===== config.mk =====
export PLATFORM = sky130hd
export DESIGN_NAME = ram_test_seq
export DESIGN_NICKNAME = d
export VERILOG_FILES = /design/src/rtl/ram_test_seq.sv
export SDC_FILE = /design/constraint.sdc
export NUM_CORES = 1
export LEC_CHECK = 0
export CORE_ASPECT_RATIO = 1.25
export CORE_MARGIN = 1.5
export CORE_UTILIZATION = 46
export DETAILED_ROUTE_END_ITERATION = 8
export PLACE_DENSITY_LB_ADDON = 0.08
export SYNTH_ARGS = -nofsm -noshare
export SYNTH_HDL_FRONTEND = slang
export SYNTH_SLANG_ARGS = --single-unit

===== constraint.sdc =====
create_clock -name sysClk -period 2.66 [get_ports sysClk]
set_clock_uncertainty 0.1 [all_clocks]
set_input_delay 0.798 -clock sysClk [delete_from_list [all_inputs] [get_ports sysClk]]
set_output_delay 0.798 -clock sysClk [all_outputs]
set_load 0.01 [all_outputs]

===== src/rtl/ram_test_seq.sv =====
// rtl/ram_test_seq.sv - RAM fill/readback self-test sequencer
//
// Purpose: fills a synchronous single-port RAM with an address-derived
// pattern (addr XOR SEED), reads every word back, compares it and reports
// pass/fail, a saturating error count and the first failing address.
// Writes are paced by initTick, reads by readTick.
//
// Ports:
//   sysClk, resetN        clock (posedge) and asynchronous active-low reset
//   initTick, readTick    one-cycle pacing strobes for writes / reads
//   start                 begins a run when sampled in IDLE or DONE
//   ramAddr, ramWrData    RAM address / write data
//   ramWe, ramRe          RAM write / read enables, one cycle per access
//   ramRdData             RAM read data, valid one cycle after ramRe
//   busy, done, pass      run status
//   errCount              saturating mismatch count
//   firstErrAddr          address of the first mismatch (0 if none)
//   invPass               second (inverted-pattern) pass active
//
// Optional feature: define RAM_TEST_INVERT_EN to add a second pass using the
// inverted pattern and the invPass output.

module ram_test_seq #(
    parameter int                ADDR_W = 10,
    parameter int                DATA_W = 16,
    parameter logic [DATA_W-1:0] SEED   = DATA_W'(16'hA5C3)
) (
    input  logic              sysClk,
    input  logic              resetN,
    input  logic              initTick,
    input  logic              readTick,
    input  logic              start,
    output logic [ADDR_W-1:0] ramAddr,
    output logic [DATA_W-1:0] ramWrData,
    output logic              ramWe,
    output logic              ramRe,
    input  logic [DATA_W-1:0] ramRdData,
    output logic              busy,
    output logic              done,
    output logic              pass,
    output logic [15:0]       errCount,
    output logic [ADDR_W-1:0] firstErrAddr
`ifdef RAM_TEST_INVERT_EN
    ,
    output logic              invPass
`endif
);

`ifdef RAM_TEST_INVERT_EN
    localparam bit INV_EN = 1'b1;
`else
    localparam bit INV_EN = 1'b0;
`endif

    localparam int EXT_W = (ADDR_W > DATA_W) ? ADDR_W : DATA_W;

    typedef enum logic [2:0] {
        IDLE  = 3'd0,
        FILL  = 3'd1,
        READ  = 3'd2,
        DRAIN = 3'd3,
        DONE  = 3'd4
    } state_t;

    state_t state;
    state_t stateNext;

    logic [ADDR_W-1:0] addr;
    logic [ADDR_W-1:0] addrNext;
    logic [ADDR_W-1:0] addrHold;
    logic [DATA_W-1:0] wrHold;
    logic              secondPass;
    logic              secondNext;
    logic              clearRun;

    logic              cmpValid;
    logic [ADDR_W-1:0] expAddr;
    logic              expInv;
    logic              cmpErr;
    logic [15:0]       errNext;
    logic [DATA_W-1:0] curPattern;
    logic [DATA_W-1:0] expPattern;

    // Address is zero-extended or truncated to DATA_W before the XOR.
    function automatic logic [DATA_W-1:0] pattern(input logic [ADDR_W-1:0] a);
        logic [EXT_W-1:0] ext;
        ext = EXT_W'(a);
        return ext[DATA_W-1:0] ^ SEED;
    endfunction

    assign curPattern = pattern(addr) ^ {DATA_W{secondPass}};
    assign expPattern = pattern(expAddr) ^ {DATA_W{expInv}};

    always_ff @(posedge sysClk or negedge resetN) begin
        if (!resetN) begin
            state <= IDLE;
        end else begin
            state <= stateNext;
        end
    end

    always_comb begin
        stateNext  = state;
        addrNext   = addr;
        secondNext = secondPass;
        clearRun   = 1'b0;
        ramWe      = 1'b0;
        ramRe      = 1'b0;
        case (state)
            IDLE, DONE: begin
                if (start) begin
                    stateNext  = FILL;
                    addrNext   = '0;
                    secondNext = 1'b0;
                    clearRun   = 1'b1;
                end
            end
            FILL: begin
                if (initTick) begin
                    ramWe = 1'b1;
                    if (&addr) begin
                        stateNext = READ;
                        addrNext  = '0;
                    end else begin
                        addrNext = addr + 1'b1;
                    end
                end
            end
            READ: begin
                if (readTick) begin
                    ramRe = 1'b1;
                    if (&addr) begin
                        stateNext = DRAIN;
                        addrNext  = '0;
                    end else begin
                        addrNext = addr + 1'b1;
                    end
                end
            end
            DRAIN: begin
                // The final compare happens in this cycle; then either start
                // the inverted pass or finish.
                if (INV_EN && !secondPass) begin
                    stateNext  = FILL;
                    addrNext   = '0;
                    secondNext = 1'b1;
                end else begin
                    stateNext  = DONE;
                    secondNext = 1'b0;
                end
            end
            default: begin
                stateNext = IDLE;
                addrNext  = '0;
            end
        endcase
    end

    // Address/data hold their last strobed value between accesses.
    assign ramAddr   = (ramWe || ramRe) ? addr : addrHold;
    assign ramWrData = ramWe ? curPattern : wrHold;
    assign busy      = (state == FILL) || (state == READ) || (state == DRAIN);
    assign done      = (state == DONE);

    assign cmpErr  = cmpValid && (ramRdData != expPattern);
    assign errNext = (cmpErr && (errCount != 16'hFFFF)) ? errCount + 16'd1 : errCount;

    always_ff @(posedge sysClk or negedge resetN) begin
        if (!resetN) begin
            addr         <= '0;
            addrHold     <= '0;
            wrHold       <= '0;
            secondPass   <= 1'b0;
            cmpValid     <= 1'b0;
            expAddr      <= '0;
            expInv       <= 1'b0;
            errCount     <= '0;
            firstErrAddr <= '0;
            pass         <= 1'b0;
        end else begin
            addr       <= addrNext;
            secondPass <= secondNext;
            if (ramWe || ramRe) begin
                addrHold <= addr;
            end
            if (ramWe) begin
                wrHold <= curPattern;
            end
            cmpValid <= ramRe;
            if (ramRe) begin
                expAddr <= addr;
                expInv  <= secondPass;
            end
            if (clearRun) begin
                errCount     <= '0;
                firstErrAddr <= '0;
                pass         <= 1'b0;
            end else begin
                errCount <= errNext;
                if (cmpErr && (errCount == 16'd0)) begin
                    firstErrAddr <= expAddr;
                end
                // Uses errNext so the compare completing in DRAIN is counted.
                if ((state == DRAIN) && (stateNext == DONE)) begin
                    pass <= (errNext == 16'd0);
                end
            end
        end
    end

`ifdef RAM_TEST_INVERT_EN
    assign invPass = secondPass;
`endif

endmodule

# Word-level counts from Yosys, hierarchy flattened
# Index checks and enable logic that the tools add are counted.
dict set report word_totals {
  reg_bits 79
  out_inout_bits 57
}
dict set report classes {
  n_reduce_logical 17
  mux 27
  bitwise 5
  eq_ne 10
  add_sub_neg 2
}
# op count
set op_table {}
lappend op_table {{10-bit two-way mux} 7}
lappend op_table {{16-bit two-way mux} 3}
lappend op_table {{10-bit one-hot mux with 4 select lines} 1}
lappend op_table {{16-bit logical NOT} 2}
lappend op_table {{16-bit bitwise XOR} 2}
lappend op_table {{16-bit by 1-bit adder with 16-bit output (second input constant)} 1}
lappend op_table {{16-bit != test} 1}
lappend op_table {{16-bit != test (second input constant)} 1}
lappend op_table {{5-bit inverter with 8-bit output} 2}
lappend op_table {{3-bit two-way mux} 5}
lappend op_table {{3-bit one-hot mux with 4 select lines} 1}
lappend op_table {{10-bit by 1-bit adder with 10-bit output (second input constant)} 1}
lappend op_table {{10-bit AND reduction} 1}
lappend op_table {{1-bit two-way mux} 9}
lappend op_table {{3-bit by 2-bit equality test with 1-bit output (second input constant)} 2}
lappend op_table {{3-bit equality test (second input constant)} 2}
lappend op_table {{2-bit != test (second input constant)} 3}
lappend op_table {{2-bit nonzero test} 3}
lappend op_table {{1-bit logical AND} 4}
lappend op_table {{4-bit AND reduction} 1}
lappend op_table {{3-bit by 1-bit equality test with 1-bit output (second input constant)} 1}
lappend op_table {{3-bit logical NOT} 1}
lappend op_table {{1-bit logical OR} 3}
lappend op_table {{1-bit one-hot mux with 2 select lines} 1}
lappend op_table {{3 further kinds} 3}

# Longest topological paths before layout
# Gate-level depths: netlist (run 1).
dict set report depth {
  word_depth 9
  mapped_depth 9
  mapped_depth_nobuf 8
}

# Worst setup path before layout (run 1)
# Ideal clock, no wire load.
dict set report synth_path {
  kind {input-to-output}
  start {in initTick}
  end {out ramAddr[0]}
  slack_ps -298
  cell_stages 4
  t_arrival_ps 2060
  path_cell_list {nand2_1 clkinv_1 nor2_1 mux2_1}
}
dict set report synth_via {
  elab_chain_len 4
}
# item line_no
set synth_lines {}
lappend synth_lines {{start: declaration} 30} ;# input logic initTick,
lappend synth_lines {{1-bit two-way mux} 119} ;# if (initTick) begin
lappend synth_lines {{1-bit two-way mux} 109} ;# case (state)
lappend synth_lines {{net ramWe} 35} ;# output logic ramWe,
lappend synth_lines {{1-bit logical OR} 160} ;# assign ramAddr = (ramWe || ramRe) ? addr : addrHold;
lappend synth_lines {{10-bit two-way mux} 160}
lappend synth_lines {{end: declaration} 33} ;# output logic [ADDR_W-1:0] ramAddr,
# The timed path passes the listed nets, and every way through them passes these cells.

# Worst setup path in the final report (run 1)
dict set report layout_path {
  start {reg state[0]}
  end {out ramAddr[7]}
}
dict set report layout_via {
  elab_chain_len 4
  elab_cells_between_ends 6
  classes_between {eq/ne (2); mux (3); reduce/logical (1)}
}
# item line_no
set layout_lines {}
lappend layout_lines {{start: declaration} 65} ;# state_t state;
lappend layout_lines {{start signal: assignment} 98} ;# state <= stateNext;
lappend layout_lines {{3-bit by 1-bit equality test with 1-bit output / 3-bit by 2-bit equality test with 1-bit output (equally long branches)} 109}
lappend layout_lines {{1-bit two-way mux} 109}
lappend layout_lines {{1-bit logical OR *} 160}
lappend layout_lines {{10-bit two-way mux *} 160}
# Every way passes the cells marked *; elsewhere a longest branch is shown, timed or not.

==> results.yml, run 1 <==
status:
  status: "finished, violations left"
  violations: "setup timing"
synth:
  synth_edf_count: 0
  syn_inst: 372
  syn_nets: 396
  synth_top_area_share_pct: 51.0
  synth.avg_cell_area_sq_um: 10.2
  synth.area.top_cells: "dfrtp_1 (51%), nor2_1 (3.6%), nand2_1 (3.5%)"
  synthFlopType: "dfrtp_1"
  synth.distinct_cells: 52
  yosys.area.top_type: "dfrtp_1"
  synth_seq_cells: 77
  async_flop_share_pct: 100
  syn_area_sq_um: 3780
  yosysSeqAreaShare_pct: 51.0
  yosys_warnings: 0
clocking:
  cts_hold_buf: 0
  cts_tree: "built"
  cts_buffers: 9
  cts_root_buffer: "clkbuf_8"
  cts_sinks: 77
  cts-htree-levels: 3
  clk_path_buf_depth: 2
  clk-insertion-delay-late_ps: 360
  path_clk_slew_ps: 90
detailed_routing:
  vias: 3365
  drc: 0
  final_antenna_net_count: 0
  wirelength_mm: 11.0
  first_iter_violations: 168
  wl_per_cell_um: 17.9
  avgViaCountPerCell: 5.50
  drt_pass1_iterations: 4
global_routing:
  overflow: 0
  grt_pass1_wl_mm: 17.7
  grt_use_met1_pct: 30.7
  grt_pass1_vias: 3495
  grtUsageMet3_pct: 4.68
  grt_max_degree: 45
  track_usage_pct: 25.6
  top_usage_layer: "met2"
  use_met2_pct: 45.0
  antenna_found_initial: 0
finish:
  fillers: 581
  diodes: 0
  utilization_pct: 71.5
  seq_area_sq_um: 1930
  layout_commonest_cell: "dfrtp_1"
  multi_input_area_sq_um: 2040
  syn_to_final_growth_pct: 49.3
  drive_above_1_share_pct: 37.1
  final_cell_mix: "dfrtp_1 (75), buf_4 (65), nor2_1 (34)"
  final_cells: 612
  nets: 536
placed_design:
  port-buffer-count: 77
  dp_slack_ps: -763
  dp_hpwl_mm: 7.51
  place.gp.congestion: 0.880
  placed_cells: 578
worst_setup_path:
  cp.arrival_ps: 1880
  start_kind: "register"
  path_class: "reg2out"
  critPathCaptureType: "primary output"
  cp.required_ps: 1760
  slowest_delay_ps: 440
  worst_path_most_repeated_cell: "buf_6"
  crit_buf_inv: 3
  path_cells: "nor3b_4 > nand2_2 > clkinv_4 > nor2_4 > buf_6 > mux2_4 > buf_6"
  crit_family: "flip-flops"
  crit_slowest_cell: "dfrtp_2"
  worstPathMaxFanout: 5
timing:
  holdWs_ps: 295
  setup_slack_ps: -115
  fmax_mhz: 360
  hold_violations: 0
  period_needed_ps: 2780
  finalSetupViolCount: 15
  fin_crit_sh_pct: 104
  drv_slew: 0
  slew_headroom_pct: 51.5
  rsz0062_at_grt: "yes"
  tightest_slew_ps: 725
floorplanning:
  ioPinCount: 78
  initial_core_util_pct: 47.9
  die_w_um: 84.0
  core_area_sq_um: 7880
  die_area_sq_um: 8770
  core.rowCount: 36
  dieHeight_um: 104
min_path:
  hold_class: "in2async"
job:
  drv_cap: 0
pwr:
  power_density_nw_per_um2: 523
  total_power_mw: 2.95
  leakagePower_nw: 2.69
  ir_drop_v: 0.000442
## metrics by stage
step                      TNS (ps)  area (sq um)
final                        -1090          5640
after global routing         -2870          5640
after CTS                    -2840          5490
after detailed placement    -27610          5040
after global placement      -26820          5040
after floorplan              -12.5          3800
## final timing paths
path	startpoint	to	slack, ps	cells past startpoint
max	state[0]	ramAddr[7]	-120	7
min	resetN	wrHold[13]	290	1
max reg2reg	errCount[8]	pass	110	7
min reg2reg	wrHold[7]	wrHold[7]	370	2
max in group asynchronous	resetN	state[2]	1560	2
min in group sysClk	wrHold[7]	wrHold[7]	370	2
## cells by family (layout without fill, tap and decap cells)
family                     count (synthesis)  count (layout)  synth area share [%]
buffers and inverters                     28             173                  2.95
xor gates and xnor gates                  27              27                  6.26
muxes                                     32              32                  9.15
and+or+nand+nor                          155             155                  21.3
DFF                                       77              77                  51.0
AOI/OAI and AO/OA                         50              50                  8.35
adders and majority gates                  3               3                 0.994
## registers in the layout, indices dropped and copies added (netlist names)
register / count
state: 3
wrHold: 16
cmpValid: 1
expAddr: 10
pass: 1
firstErrAddr: 10
addrHold: 10
errCount: 16
addr: 10
## power by group
group / switching (mW) / internal [mW]
sequential: 0.0960 / 1.27
combinational: 0.348 / 0.390
clock: 0.470 / 0.371
## synthesized netlist by cell type, types with 8 or more instances
cell,n
xnor2_1,14
nor2_1,36
dfrtp_1,77
mux2_2,9
clkbuf_1,16
o21ai_1,16
o21ai_0,9
nor4_1,8
mux2_1,11
nand2_1,35
mux2i_1,12
xor2_1,13
nor3_1,8
nand3_1,12
nand4_1,13
## layer usage
metal,share of wire (%),up-vias
li1,-,1590
met1,40,1652
met2,54,107
met3,4.1,16
met4,1.8,0
met5,0,-
## final cells by class
cell class | count | share of cell area [%]
clock buffer | 10 | 2.44
inverter | 6 | 0.488
sequential | 77 | 34.2
timing repair buffer | 151 | 23.7
clock inverter | 6 | 0.843
tap | 95 | 2.11
multi-input combinational | 267 | 36.2
## repair_timing
item / in CTS / in global routing
gates resized for setup: 200 / 51
buffers inserted: 12 / 8
gates cloned: 1 / 1
pin swaps: 21 / 22
setup endpoints to repair: 43 / 39
Power figures use the tool's default switching activity.
==> run 2: changes to the inputs <==
--- a/config.mk
+++ b/config.mk
@@ -10,6 +10,8 @@
 export CORE_UTILIZATION = 46
 export DETAILED_ROUTE_END_ITERATION = 8
 export PLACE_DENSITY_LB_ADDON = 0.08
+export SKIP_CTS_REPAIR_TIMING = 1
+export SLEW_MARGIN = 5
 export SYNTH_ARGS = -nofsm -noshare
 export SYNTH_HDL_FRONTEND = slang
 export SYNTH_SLANG_ARGS = --single-unit
==> run 2 against run 1 <==
  * Critical endpoint is now ramRe
  * Critical path depth fell by 3
  * Fmax fell by 4.9%
  * Largest cell class is now registers
  * Combinational power fell by 19%
  * The run still ends with setup timing left
  * Final area fell by 4.2%
  * Core utilization fell by 3.0 points
  * Global-route usage fell by 1.3 points
  * Count of clock-buffer cells in the layout did not move
==> results.yml, run 2 (synthesized netlist as in run 1, its figures left out) <==
timing:
  rsz0062_at_grt: "yes"
  slew_headroom_pct: 50.9
  tightest_slew_ps: 734
  hold_violations: 0
  fmax_mhz: 343
  drv_slew: 0
  fin_crit_sh_pct: 110
  holdWs_ps: 293
  setup_slack_ps: -259
  finalSetupViolCount: 12
  period_needed_ps: 2920
clocking:
  cts_tree: "built"
  clk_path_buf_depth: 2
  path_clk_slew_ps: 90
  cts_buffers: 9
  clk-insertion-delay-late_ps: 350
  cts-htree-levels: 3
  cts_root_buffer: "clkbuf_8"
  cts_sinks: 77
detailed_routing:
  first_iter_violations: 137
  wirelength_mm: 10.5
  dr_wl_met3_um: 363
  vias: 3302
  met1_length_mm: 4.22
  wl_per_cell_um: 17.6
  drt_pass1_iterations: 4
  routed.top_layer: "met4"
  drc: 0
  wl_met2_mm: 5.62
  final_antenna_net_count: 0
  avgViaCountPerCell: 5.51
floorplanning:
  initial_core_util_pct: 47.9
  ioPinCount: 78
  die_w_um: 84.0
  core.rowCount: 36
  core_area_sq_um: 7880
  die_area_sq_um: 8770
  dieHeight_um: 104
worst_setup_path:
  r2r_setup_slack_ps: 130
  startpoint: "state[0]"
  start_kind: "register"
  path_cells: "nor3b_2 > and2_4 > buf_6 > clkdlybuf4s50_1"
  cp.arrival_ps: 2020
  path_class: "reg2out"
  worstPathMaxFanout: 13
  crit_buf_inv: 2
  slowest_delay_ps: 550
  cp.required_ps: 1760
  critPathCaptureType: "primary output"
  reg2regPathDepth: 8
  reg2reg_to: "pass"
  crit_slowest_cell: "clkdlybuf4s50_1"
  crit_family: "buffers and inverters"
  r2r-start: "errCount[8]"
global_routing:
  track_usage_pct: 24.3
  grt_max_degree: 45
  overflow: 0
  grt_pass1_vias: 3368
  antenna_found_initial: 0
  grt_pass1_wl_mm: 16.8
placed_design:
  dp_hpwl_mm: 7.51
  placed_cell_area_sq_um: 5040
  placed_cells: 578
  port-buffer-count: 77
  place.gp.congestion: 0.880
finish:
  fillers: 614
  nets: 523
  final_cell_mix: "dfrtp_1 (76), buf_4 (55), nor2_1 (35)"
  diodes: 0
  layout_commonest_cell: "dfrtp_1"
  utilization_pct: 68.5
  top_regs: "errCount (16), wrHold (16)"
  final_cells: 599
  syn_to_final_growth_pct: 43.1
  drive_above_1_share_pct: 26.8
  fin_area_sq_um: 5400
status:
  status: "finished, violations left"
  violations: "setup timing"
pwr:
  leakagePower_nw: 2.71
  ir_drop_v: 0.000391
  power_density_nw_per_um2: 517
min_path:
  hold_class: "in2async"
job:
  drv_cap: 0
==> run 2: cell count changes in the layout (fill, tap and decap cells not counted), sizes merged, moves of 2 or more <==
cell	before	now
clkbuf	20	27
clkdlybuf4s15	5	0
clkdlybuf4s50	28	31
dlygate4sd2	2	0
dlymetal6s2s	4	29
buf	102	61
==> run 2: layer usage <==
metal / up-vias / track usage [%]
li1: 1565 / -
met1: 1622 / 28.7
met2: 86 / 42.2
met3: 29 / 4.84
met4: 0 / 11.2
met5: - / 0
==> run 2: through the flow <==
stage / setup slack (ps) / total power, mW / TNS [ps]
2_1_floorplan: -12.5 / 1.61 / -12.5
3_3_place_gp: -744 / 1.98 / -26820
3_5_place_dp: -763 / 1.99 / -27610
4_1_cts: -784 / 2.83 / -18880
5_1_grt: -323 / 2.92 / -3130
6_report: -259 / 2.79 / -2000
==> run 2: layout make-up <==
cell class | instances | area, sq um | area share, %
sequential | 77 | 1930 | 35.7
multi-input combinational | 267 | 1870 | 34.6
timing repair buffer | 138 | 1280 | 23.7
clock buffer | 10 | 138 | 2.55
tap | 95 | 119 | 2.20
clock inverter | 6 | 47.5 | 0.880
inverter | 6 | 25.0 | 0.463
==> run 2: how the worst max path moves through the flow <==
stage,to,depth (start not counted)
global route,ramRe,4
global placement,ramAddr[8],7
floorplan,pass,7
finish,ramRe,4
CTS,ramAddr[8],7
detailed placement,ramAddr[8],7
==> run 2: worst reg2reg max path, stage by stage (launching register included) <==
cell,delay (ps)
dfrtp_1,460
nand4_1,280
buf_4,240
nor4_1,440
nor4b_1,160
a211o_1,330
a22oi_1,200
nand4_1,120
o21ai_1,140
==> run 2: power by group <==
part | internal (mW) | switching, mW | leakage (nW)
Sequential | 1.27 | 0.0856 | 1.03
Combinational | 0.292 | 0.304 | 1.59
Clock | 0.371 | 0.465 | 0.0928
Total | 1.94 | 0.855 | 2.71
